===== config.mk =====
export PLATFORM = sky130hd
export DESIGN_NAME = sigmoid_pipe
export DESIGN_NICKNAME = d
export VERILOG_FILES = /design/src/rtl/sigmoid_pipe.sv
export SDC_FILE = /design/constraint.sdc
export NUM_CORES = 1
export LEC_CHECK = 0
export BUFFER_PORTS_ARGS = -buffer_cell sky130_fd_sc_hd__buf_4
export CORE_MARGIN = 4
export CORE_UTILIZATION = 40
export DETAILED_ROUTE_END_ITERATION = 8
export GPL_TIMING_DRIVEN = 0
export PLACE_DENSITY = 0.66
export SYNTH_ARGS = -nofsm -noshare
export SYNTH_HDL_FRONTEND = slang
export SYNTH_SLANG_ARGS = --single-unit

===== constraint.sdc =====
create_clock -name clk -period 4.83 [get_ports clk]
set_input_delay 0.2415 -clock clk [delete_from_list [all_inputs] [get_ports clk]]
set_output_delay 0.2415 -clock clk [all_outputs]
set_load 0.1 [all_outputs]

===== src/rtl/sigmoid_pipe.sv =====
// Piecewise-quadratic sigmoid/tanh unit (tanh path built only with SIGMOID_PIPE_TANH_EN).
// Latency: 3 clk edges from input transfer to out_valid; 1 result/cycle when streaming.
// Backpressure: stall-all; every stage holds while out_valid & ~out_ready, in_ready drops.
module sigmoid_pipe #(
    parameter int IN_W    = 8,
    parameter int FRAC_IN = 4,
    parameter int OUT_W   = 16,
    parameter int CNT_W   = 16
) (
    input  logic             clk,
    input  logic             reset,
    input  logic             in_valid,
    output logic             in_ready,
    input  logic [IN_W-1:0]  in_x,
    input  logic             in_mode,
    output logic             out_valid,
    input  logic             out_ready,
    output logic [OUT_W-1:0] out_y,
    output logic             out_sat,
    output logic [CNT_W-1:0] sat_count
);
    localparam int ONE_IN  = 1 << FRAC_IN;
    localparam int ONE_OUT = 1 << (2 * FRAC_IN);
    localparam int A_W     = IN_W + 1;
    localparam int D_W     = FRAC_IN + 1;
    localparam int SQ_W    = 2 * FRAC_IN + 1;

    logic en;
    assign en       = ~out_valid | out_ready;
    assign in_ready = en & ~reset;

    // ---------------- stage 1: magnitude, saturation, d ----------------
    logic           x_neg;
    logic [A_W-1:0] x_ext;
    logic [A_W-1:0] a;
    logic           sat_d;
    logic [D_W-1:0] d_d;

    logic           s1_vld;
    logic           s1_sign;
    logic           s1_sat;
    logic [D_W-1:0] s1_d;

`ifdef SIGMOID_PIPE_TANH_EN
    logic s1_mode;
    logic s2_mode;
`else
    logic unused_mode;
    assign unused_mode = in_mode;
`endif

    always_comb begin
        x_neg = in_x[IN_W-1];
        x_ext = {in_x[IN_W-1], in_x};
        // one extra bit keeps |most-negative| representable
        a     = x_neg ? (~x_ext + A_W'(1)) : x_ext;
        sat_d = (a >= A_W'(4 * ONE_IN));
        d_d   = sat_d ? '0 : D_W'(A_W'(ONE_IN) - (a >> 2));
`ifdef SIGMOID_PIPE_TANH_EN
        if (in_mode) begin
            sat_d = (a >= A_W'(2 * ONE_IN));
            d_d   = sat_d ? '0 : D_W'(A_W'(ONE_IN) - (a >> 1));
        end
`endif
    end

    always_ff @(posedge clk) begin
        if (reset) begin
            s1_vld  <= 1'b0;
            s1_sign <= 1'b0;
            s1_sat  <= 1'b0;
            s1_d    <= '0;
        end else if (en) begin
            s1_vld <= in_valid;
            if (in_valid) begin
                s1_sign <= x_neg;
                s1_sat  <= sat_d;
                s1_d    <= d_d;
            end
        end
    end

    // ---------------- stage 2: square ----------------
    logic            s2_vld;
    logic            s2_sign;
    logic            s2_sat;
    logic [SQ_W-1:0] s2_sq;

    always_ff @(posedge clk) begin
        if (reset) begin
            s2_vld  <= 1'b0;
            s2_sign <= 1'b0;
            s2_sat  <= 1'b0;
            s2_sq   <= '0;
        end else if (en) begin
            s2_vld <= s1_vld;
            if (s1_vld) begin
                s2_sign <= s1_sign;
                s2_sat  <= s1_sat;
                s2_sq   <= SQ_W'(s1_d * s1_d);
            end
        end
    end

`ifdef SIGMOID_PIPE_TANH_EN
    always_ff @(posedge clk) begin
        if (reset) begin
            s1_mode <= 1'b0;
            s2_mode <= 1'b0;
        end else if (en) begin
            if (in_valid) s1_mode <= in_mode;
            if (s1_vld)   s2_mode <= s1_mode;
        end
    end
`endif

    // ---------------- stage 3: fold into output ----------------
    logic [SQ_W-1:0]  h;
    logic [SQ_W-1:0]  y_sig;
    logic [OUT_W-1:0] y_d;
`ifdef SIGMOID_PIPE_TANH_EN
    logic signed [SQ_W:0] m_s;
    logic signed [SQ_W:0] y_t;
`endif

    always_comb begin
        h     = s2_sq >> 1;
        y_sig = s2_sign ? h : (SQ_W'(ONE_OUT) - h);
        y_d   = OUT_W'(y_sig);
`ifdef SIGMOID_PIPE_TANH_EN
        m_s = {1'b0, SQ_W'(ONE_OUT) - s2_sq};
        y_t = s2_sign ? -m_s : m_s;
        if (s2_mode) y_d = OUT_W'(y_t);
`endif
    end

    always_ff @(posedge clk) begin
        if (reset) begin
            out_valid <= 1'b0;
            out_y     <= '0;
            out_sat   <= 1'b0;
        end else if (en) begin
            out_valid <= s2_vld;
            if (s2_vld) begin
                out_y   <= y_d;
                out_sat <= s2_sat;
            end
        end
    end

    always_ff @(posedge clk) begin
        if (reset) begin
            sat_count <= '0;
        end else if (out_valid && out_ready && out_sat && !(&sat_count)) begin
            sat_count <= sat_count + CNT_W'(1);
        end
    end

endmodule


==> summary.md, run 1 <==
| Metric | Value |
|---|---|
| Final non-filler cell total | between 400 and 500 |
| R2R depth | 12 |
| Syn Inst Count | just over 300 |
| Combined area of all synthesized cells | 0.00256 mm² |
| Iteration count of the initial detailed-routing pass | 4 |
| Final critical path time including I/O delays and setup | roughly 3400 ps |
| Number of storage elements in the synthesis netlist | 44 |
| DR top layer | met4 |
| Max_slew headroom | between 60% and 70% |
| P&R area growth vs syn | 18.9% |
| Rows | 28 |
| Deepest clock path buffer count | 2 |
| Setup-violating endpoint count in the final report | 0 |
| Instance area after placement | between 0.002 and 0.003 mm² |
| Proportion of synthesized flip-flops having asynchronous set or reset | 0% |
| CTS Sinks | 44 |
| Achievable clock frequency | 0.291 GHz |
| Violation count after the first detailed-route iteration | 58 |
| All-layer global routing usage | 14.1% |
| Primary flip-flop cell chosen by synthesis mapping | sky130_fd_sc_hd__dfxtp_1 |
| Max capacitance violation total | 0 |
| Kind of critical path | reg2reg |
| Synth top area share | 34.5% |
| Core area | just over 0.006 mm² |
| Worst setup slack after layout | 1390 ps |
| Post-detailed-route via-to-cell ratio | about 5.1 |
| Diodes inserted | 0 |
| Cell types occupying the most area after synthesis | sky130_fd_sc_hd__dfxtp_1, sky130_fd_sc_hd__ha_1, sky130_fd_sc_hd__xnor2_1 |
| CTS tree | yes |
| Number of global-route vias before repair | roughly 2000 |
| Ports placed on the boundary | 48 |
| Port bufs | 38 |
| Leakage power summed over all cells | approximately 1.3 nW |
| Total number of vias | 2193 |
| Warnings, synthesis | 0 |
| Root buffer cell | sky130_fd_sc_hd__clkbuf_8 |
| Count of placed standard cells including taps | roughly 430 |
| # DRC | 0 |
| Initial core utilization | approximately 42% |
| Floorplan die area | 0.00773 mm² |
| Antenna violations before repair | 0 |
| Type of the tightest min-delay check | in2reg |
| Post-detailed-route count of antenna-violating nets | 0 |
| Routed wire length | ~5200 µm |
| Setup repair after global routing missed its margin | no |
| Portion of the post-synthesis area used by sequential elements | around a third |
| Routed length on met2 | between 2000 and 2500 µm |
| Setup Total Neg Slack | 0 ps |
| Synth unique cells | 48 |
| Power per standard cell area | about 240 mW/mm² |
| Required time worst endpoint | 5040 ps |
| CTS-repair resized insts | 0 |
| Height of the chip | a little under 90 µm |
| Clock transition time at the flip-flop clock pins of the worst setup and hold paths | 80 ps |
| Post-route cell area | slightly above 0.003 mm² |
| Wire length of the first global-routing pass | between 8000 and 9000 µm |
| Post-synth EDFFs | 0 |
| Routed len/inst | 12.1 µm |
| Nature of the critical path startpoint | flip-flop |
| Maximum VDD drop | 0.144 mV |
| Total congestion overflow | 0 |
| Number of max-slew violations in the final report | 0 |
| Largest net degree at the start of global routing | 13 |
| Met3 WL | between 200 and 300 µm |
| Post-placement setup slack | 1390 ps |
| Filler cell count in the final layout | 627 |
| CP endpoint kind | flip-flop |
| CTS HTree Levels | 2 |
| Worst-skew pair later-pin latency | between 200 and 300 ps |
| Result of the run | finished, final reports clean |
| Cell type with the highest aggregate area in the netlist | sky130_fd_sc_hd__dfxtp_1 |
| Width of the chip | 87.9 µm |
| Most frequent standard cell in the layout excluding fill and tap cells | sky130_fd_sc_hd__buf_4 |
| Half-perimeter wire length after placement | between 4000 and 5000 µm |
| Number of buffers inserted by hold repair at cts | 0 |
| Last weighted congestion value of the routability-driven placer | between 0.7 and 0.8 |
| Avg Inst Size Synth | roughly 8.4 µm² |
| Crit Path Max Fanout | 9 |
| Nets | 388 |
| Worst-Margin Slew | about 530 ps |
| Hold Path Cell Cnt | 3 |
| CP arrival | about 3700 ps |
| Highest-count cells in the layout ignoring fill and taps | sky130_fd_sc_hd__buf_4, sky130_fd_sc_hd__dfxtp_1, sky130_fd_sc_hd__nor2_1 |
| CTS Buf Count | 5 |
| Worst clock skew on the final layout | roughly 3.3 ps |
| Hold Fails Final Rpt | 0 |
| Layout cell share with drive strength beyond 1 | approximately 17% |
| Final period util | 71.2% |
| # Post-CTS Setup Buffers | 0 |
| Detailed-routing wirelength on met1 | about 2500 µm |
| Post-Route Hold Slack | 241 ps |
==> final timing paths <==
path	startpoint	to	slack, ps
min reg2reg	out_y[8]$_SDFFE_PP0P_	out_y[8]$_SDFFE_PP0P_	470
max reg2reg	s1_d[1]$_SDFFE_PP0P_	s2_sq[8]$_SDFFE_PP0P_	1390
max	s1_d[1]$_SDFFE_PP0P_	s2_sq[8]$_SDFFE_PP0P_	1390
min	in_valid	s1_sign$_SDFFE_PP0P_	240
==> critical path, cell delays in order (launching register included) <==
cell	delay, ps
sky130_fd_sc_hd__dfxtp_1	310
sky130_fd_sc_hd__clkbuf_1	300
sky130_fd_sc_hd__nand2_1	180
sky130_fd_sc_hd__fa_1	480
sky130_fd_sc_hd__fa_1	510
sky130_fd_sc_hd__inv_1	40
sky130_fd_sc_hd__ha_1	270
sky130_fd_sc_hd__a31o_2	240
sky130_fd_sc_hd__ha_1	310
sky130_fd_sc_hd__a21oi_1	210
sky130_fd_sc_hd__o21ai_0	140
sky130_fd_sc_hd__xnor2_1	150
sky130_fd_sc_hd__a211oi_1	220
==> final cells by class <==
class | instances | area, µm² | area share (%)
clock buffers | 6 | 72.6 | 2.39
multi-input cells | 237 | 1550 | 51.0
flip-flops and latches | 44 | 881 | 29.0
plain buffers | 20 | 105 | 3.46
well taps | 75 | 93.8 | 3.09
clock inverters | 1 | 5.00 | 0.165
repair buffers | 38 | 285 | 9.39
inverters | 12 | 45.0 | 1.48
==> state kept, by name, summed over array words and instances, names as in the netlist <==
signal     count
sat_count     16
out_y          8
s2_sq          7
s1_d           5
out_sat        1
out_valid      1
s1_sat         1
s1_sign        1
s1_vld         1
s2_sat         1
s2_sign        1
s2_vld         1
==> per-stage QoR <==
| step | power, mW | util [%] |
|---|---|---|
| detailed placement | 0.534 | 48.9 |
| finish | 0.738 | 50.1 |
| CTS | 0.752 | 50.1 |
| global route | 0.778 | 50.1 |
| floorplan | 0.503 | - |
| global placement | 0.532 | 48.9 |
==> synth_stat cells (3+ instances only) <==
library cell	instances
sky130_fd_sc_hd__fa_1	3
sky130_fd_sc_hd__ha_1	14
sky130_fd_sc_hd__nor2_1	40
sky130_fd_sc_hd__nor4_1	3
sky130_fd_sc_hd__clkbuf_1	10
sky130_fd_sc_hd__xor2_1	9
sky130_fd_sc_hd__o21ai_0	3
sky130_fd_sc_hd__dfxtp_1	44
sky130_fd_sc_hd__nand2b_1	4
sky130_fd_sc_hd__nand2_1	26
sky130_fd_sc_hd__o211ai_1	5
sky130_fd_sc_hd__nor2b_1	5
sky130_fd_sc_hd__inv_1	12
sky130_fd_sc_hd__mux2i_1	4
sky130_fd_sc_hd__a22oi_1	3
sky130_fd_sc_hd__a21oi_1	21
sky130_fd_sc_hd__nand4_1	4
sky130_fd_sc_hd__xnor2_1	18
sky130_fd_sc_hd__nand3_1	5
sky130_fd_sc_hd__and2_1	9
sky130_fd_sc_hd__o21ai_1	3
sky130_fd_sc_hd__buf_4	8
sky130_fd_sc_hd__and3_1	6
sky130_fd_sc_hd__nor3_1	9
sky130_fd_sc_hd__a211oi_1	9
==> logic make-up (layout without fill, tap and decap cells) <==
group,after synthesis,in the layout,share of synthesized area [%]
AOI/OAI and AO/OA,56,56,14.9
xor gates and xnor gates,27,27,9.25
adders and majority gates,17,17,9.20
buffers and inverters,32,77,5.87
DFF,44,44,34.5
muxes,4,4,1.57
other,1,8,0.147
and+or+nand+nor,125,125,24.6
==> layer usage <==
layer  up-vias  global-route usage (%)
li1       1146                       -
met1       989                    19.2
met3         6                    3.01
met2        52                    22.9
met4         0                    3.63
met5         -                       0
==> power by group <==
group | internal (mW) | leakage [nW] | switching (mW) | total (mW)
combinational | 0.0425 | 0.856 | 0.103 | 0.145
clock | 0.0984 | 0.0410 | 0.115 | 0.214
sequential | 0.372 | 0.357 | 0.00712 | 0.379
total | 0.513 | 1.25 | 0.225 | 0.738
Note: power is estimated with default switching activity, not from simulation.
==> inputs of run 2 (changes only) <==
==> constraint.sdc (replaced) <==
create_clock -name clk -period 3.2 [get_ports clk]
set_input_delay 0.16 -clock clk [delete_from_list [all_inputs] [get_ports clk]]
set_output_delay 0.16 -clock clk [all_outputs]
set_load 0.1 [all_outputs]
==> summary.md, run 2 (synthesis gave the netlist of run 1 again) <==
| Metric | Value |
|---|---|
| Result of the run | finished, final reports clean |
| Root buffer cell | sky130_fd_sc_hd__clkbuf_8 |
| Number of max-slew violations in the final report | 0 (unchanged) |
| Kind of critical path | reg2reg |
| Post-Route Hold Slack | 160 ps (-81.4 ps) |
| P&R area growth vs syn | 19.8% |
| Routed len/inst | 12.2 µm (+0.66%) |
| Core area | 0.00606 mm² (unchanged) |
| Hold Fails Final Rpt | 0 (unchanged) |
| # DRC | 0 (unchanged) |
| Highest-count cells in the layout ignoring fill and taps | sky130_fd_sc_hd__buf_4, sky130_fd_sc_hd__nor2_1, sky130_fd_sc_hd__dfxtp_1 |
| All-layer global routing usage | 14.1% (unchanged) |
| CTS tree | yes |
| Worst-skew pair later-pin latency | 280 ps (about the same) |
| Antenna violations before repair | 0 (unchanged) |
| Post-detailed-route via-to-cell ratio | 5.10 (+0.78%) |
| Required time worst endpoint | 3400 ps (-1640 ps) |
| Crit Path Max Fanout | 9 (unchanged) |
| Number of global-route vias before repair | 1954 (-0.31%) |
| Hold Path Cell Cnt | 3 (unchanged) |
| Initial core utilization | 42.2% (unchanged) |
| Height of the chip | 87.9 µm (unchanged) |
| Max reg flops | 16 (unchanged) |
| Max_slew headroom | 63.5% (-1.4 points) |
| Instance area after placement | 0.00296 mm² (unchanged) |
| CTS Buf Count | 5 (unchanged) |
| CP endpoint kind | flip-flop |
| Clock transition time at the flip-flop clock pins of the worst setup and hold paths | 80 ps (about the same) |
| Worst r2r src | s1_d[1]$_SDFFE_PP0P_ |
| Rows | 28 (unchanged) |
| Port bufs | 38 (unchanged) |
| Floorplan die area | 0.00773 mm² (unchanged) |
| Setup-violating endpoint count in the final report | 0 (unchanged) |
| Last weighted congestion value of the routability-driven placer | 0.795 (unchanged) |
| Max capacitance violation total | 0 (unchanged) |
| Iteration count of the initial detailed-routing pass | 4 (unchanged) |
| Total power | 1.11 mW (+50%) |
| Power per standard cell area | 363 mW/mm² (+49%) |
| Most frequent standard cell in the layout excluding fill and tap cells | sky130_fd_sc_hd__buf_4 |
| Nature of the critical path startpoint | flip-flop |
| Setup repair after global routing missed its margin | no |
| Post-detailed-route count of antenna-violating nets | 0 (unchanged) |
| Post-route cell area | 0.00306 mm² (+0.74%) |
| Width of the chip | 87.9 µm (unchanged) |
| Type of the tightest min-delay check | in2reg |
| Leakage power summed over all cells | 1.25 nW (-0.13%) |
| Routed wire length | 5250 µm (+0.19%) |
| CTS Sinks | 44 (unchanged) |
| Worst-Margin Slew | 548 ps (+20.8 ps) |
| Maximum VDD drop | 0.217 mV (+50%) |
| Final critical path time including I/O delays and setup | 3030 ps (-407 ps) |
| Registers with the most flip-flops | sat_count: 16 flops, out_y: 8 flops, s2_sq: 7 flops |
| R2R Setup Slk | 170 ps (-1220 ps) |
| Half-perimeter wire length after placement | 4060 µm (unchanged) |
| Final period util | 94.8% (+24 points) |
| Layout cell share with drive strength beyond 1 | 19.1% (+2.1 points) |
| Ports placed on the boundary | 48 (unchanged) |
| Achievable clock frequency | 0.330 GHz (+13%) |
| Worst clock skew on the final layout | 3.23 ps (-0.102 ps) |
| Deepest clock path buffer count | 2 (unchanged) |
| Total congestion overflow | 0 (unchanged) |
| Violation count after the first detailed-route iteration | 76 (+31%) |
| Nets | 386 (-0.52%) |
| # Post-CTS Setup Buffers | 0 (unchanged) |
| Total number of vias | 2200 (+0.32%) |
| Register with the most flip-flops | sat_count |
| R2R depth | 11 (-1) |
| Largest net degree at the start of global routing | 13 (unchanged) |
| CTS HTree Levels | 2 (unchanged) |
| Wire length of the first global-routing pass | 8870 µm (about the same) |
| Reg-to-Reg End | s2_sq[8]$_SDFFE_PP0P_ |
| CP arrival | 3240 ps (-410 ps) |
| Diodes inserted | 0 (unchanged) |
| Critical hold path startpoint | in_valid |
| Worst hold endpoint | s1_sign$_SDFFE_PP0P_ |
## run 2: per-layer routing
layer  up-vias  GRT usage (%)  share of wire, %
met5         -              0                 0
met4         0           3.63               1.2
met3         4           3.01               4.7
met2        45           22.9                46
li1       1144              -                 -
met1      1007           19.2                48
## run 2: critical path: stages, from the launching register on
cell and delay [ps]:
sky130_fd_sc_hd__dfxtp_4 390, sky130_fd_sc_hd__nand2_1 120, sky130_fd_sc_hd__fa_1 470, sky130_fd_sc_hd__fa_1 510, sky130_fd_sc_hd__inv_1 40, sky130_fd_sc_hd__ha_1 270, sky130_fd_sc_hd__a31o_2 260, sky130_fd_sc_hd__ha_4 230
sky130_fd_sc_hd__a21oi_2 160, sky130_fd_sc_hd__o21ai_0 120, sky130_fd_sc_hd__xnor2_1 150, sky130_fd_sc_hd__a211oi_1 220
## run 2: area by class of cell
class / count / area (µm²)
clock buffer: 6 / 72.6
fill: 625 / 3000
multi-input combinational: 237 / 1570
timing repair buffer: 38 / 285
sequential: 44 / 895
buffer: 18 / 97.6
tap: 75 / 93.8
clock inverter: 1 / 5.00
inverter: 12 / 45.0
## run 2: repair_timing
item	4_1_cts	5_1_grt
pin swaps	0	1
setup endpoints to repair	3	3
hold buffers	0	0
gates resized for setup	4	6
## run 2: how the worst max path moves through the flow
stage	from	slack [ps]	cells past startpoint	to
2_1_floorplan	s1_d[1]$_SDFFE_PP0P_	20	12	s2_sq[8]$_SDFFE_PP0P_
3_3_place_gp	s1_d[1]$_SDFFE_PP0P_	-180	12	s2_sq[8]$_SDFFE_PP0P_
3_5_place_dp	s1_d[1]$_SDFFE_PP0P_	-240	12	s2_sq[8]$_SDFFE_PP0P_
4_1_cts	s1_d[1]$_SDFFE_PP0P_	30	11	s2_sq[8]$_SDFFE_PP0P_
5_1_grt	s1_d[1]$_SDFFE_PP0P_	30	11	s2_sq[8]$_SDFFE_PP0P_
6_report	s1_d[1]$_SDFFE_PP0P_	170	11	s2_sq[8]$_SDFFE_PP0P_
## run 2: per-stage QoR
stage	utilization (%)	instances	TNS, ps	worst slack, ps
2_1_floorplan	-	313	0	24.4
5_1_grt	50.5	431	0	26.7
4_1_cts	50.1	431	0	30.1
6_report	50.5	431	0	167
3_5_place_dp	48.9	426	-432	-241
3_3_place_gp	48.9	426	-291	-184
## run 2: power by group
group / total (mW) / switching (mW) / internal [mW]
Combinational: 0.216 / 0.152 / 0.0637
Clock: 0.321 / 0.172 / 0.149
Sequential: 0.575 / 0.0135 / 0.561
Total: 1.11 / 0.338 / 0.773
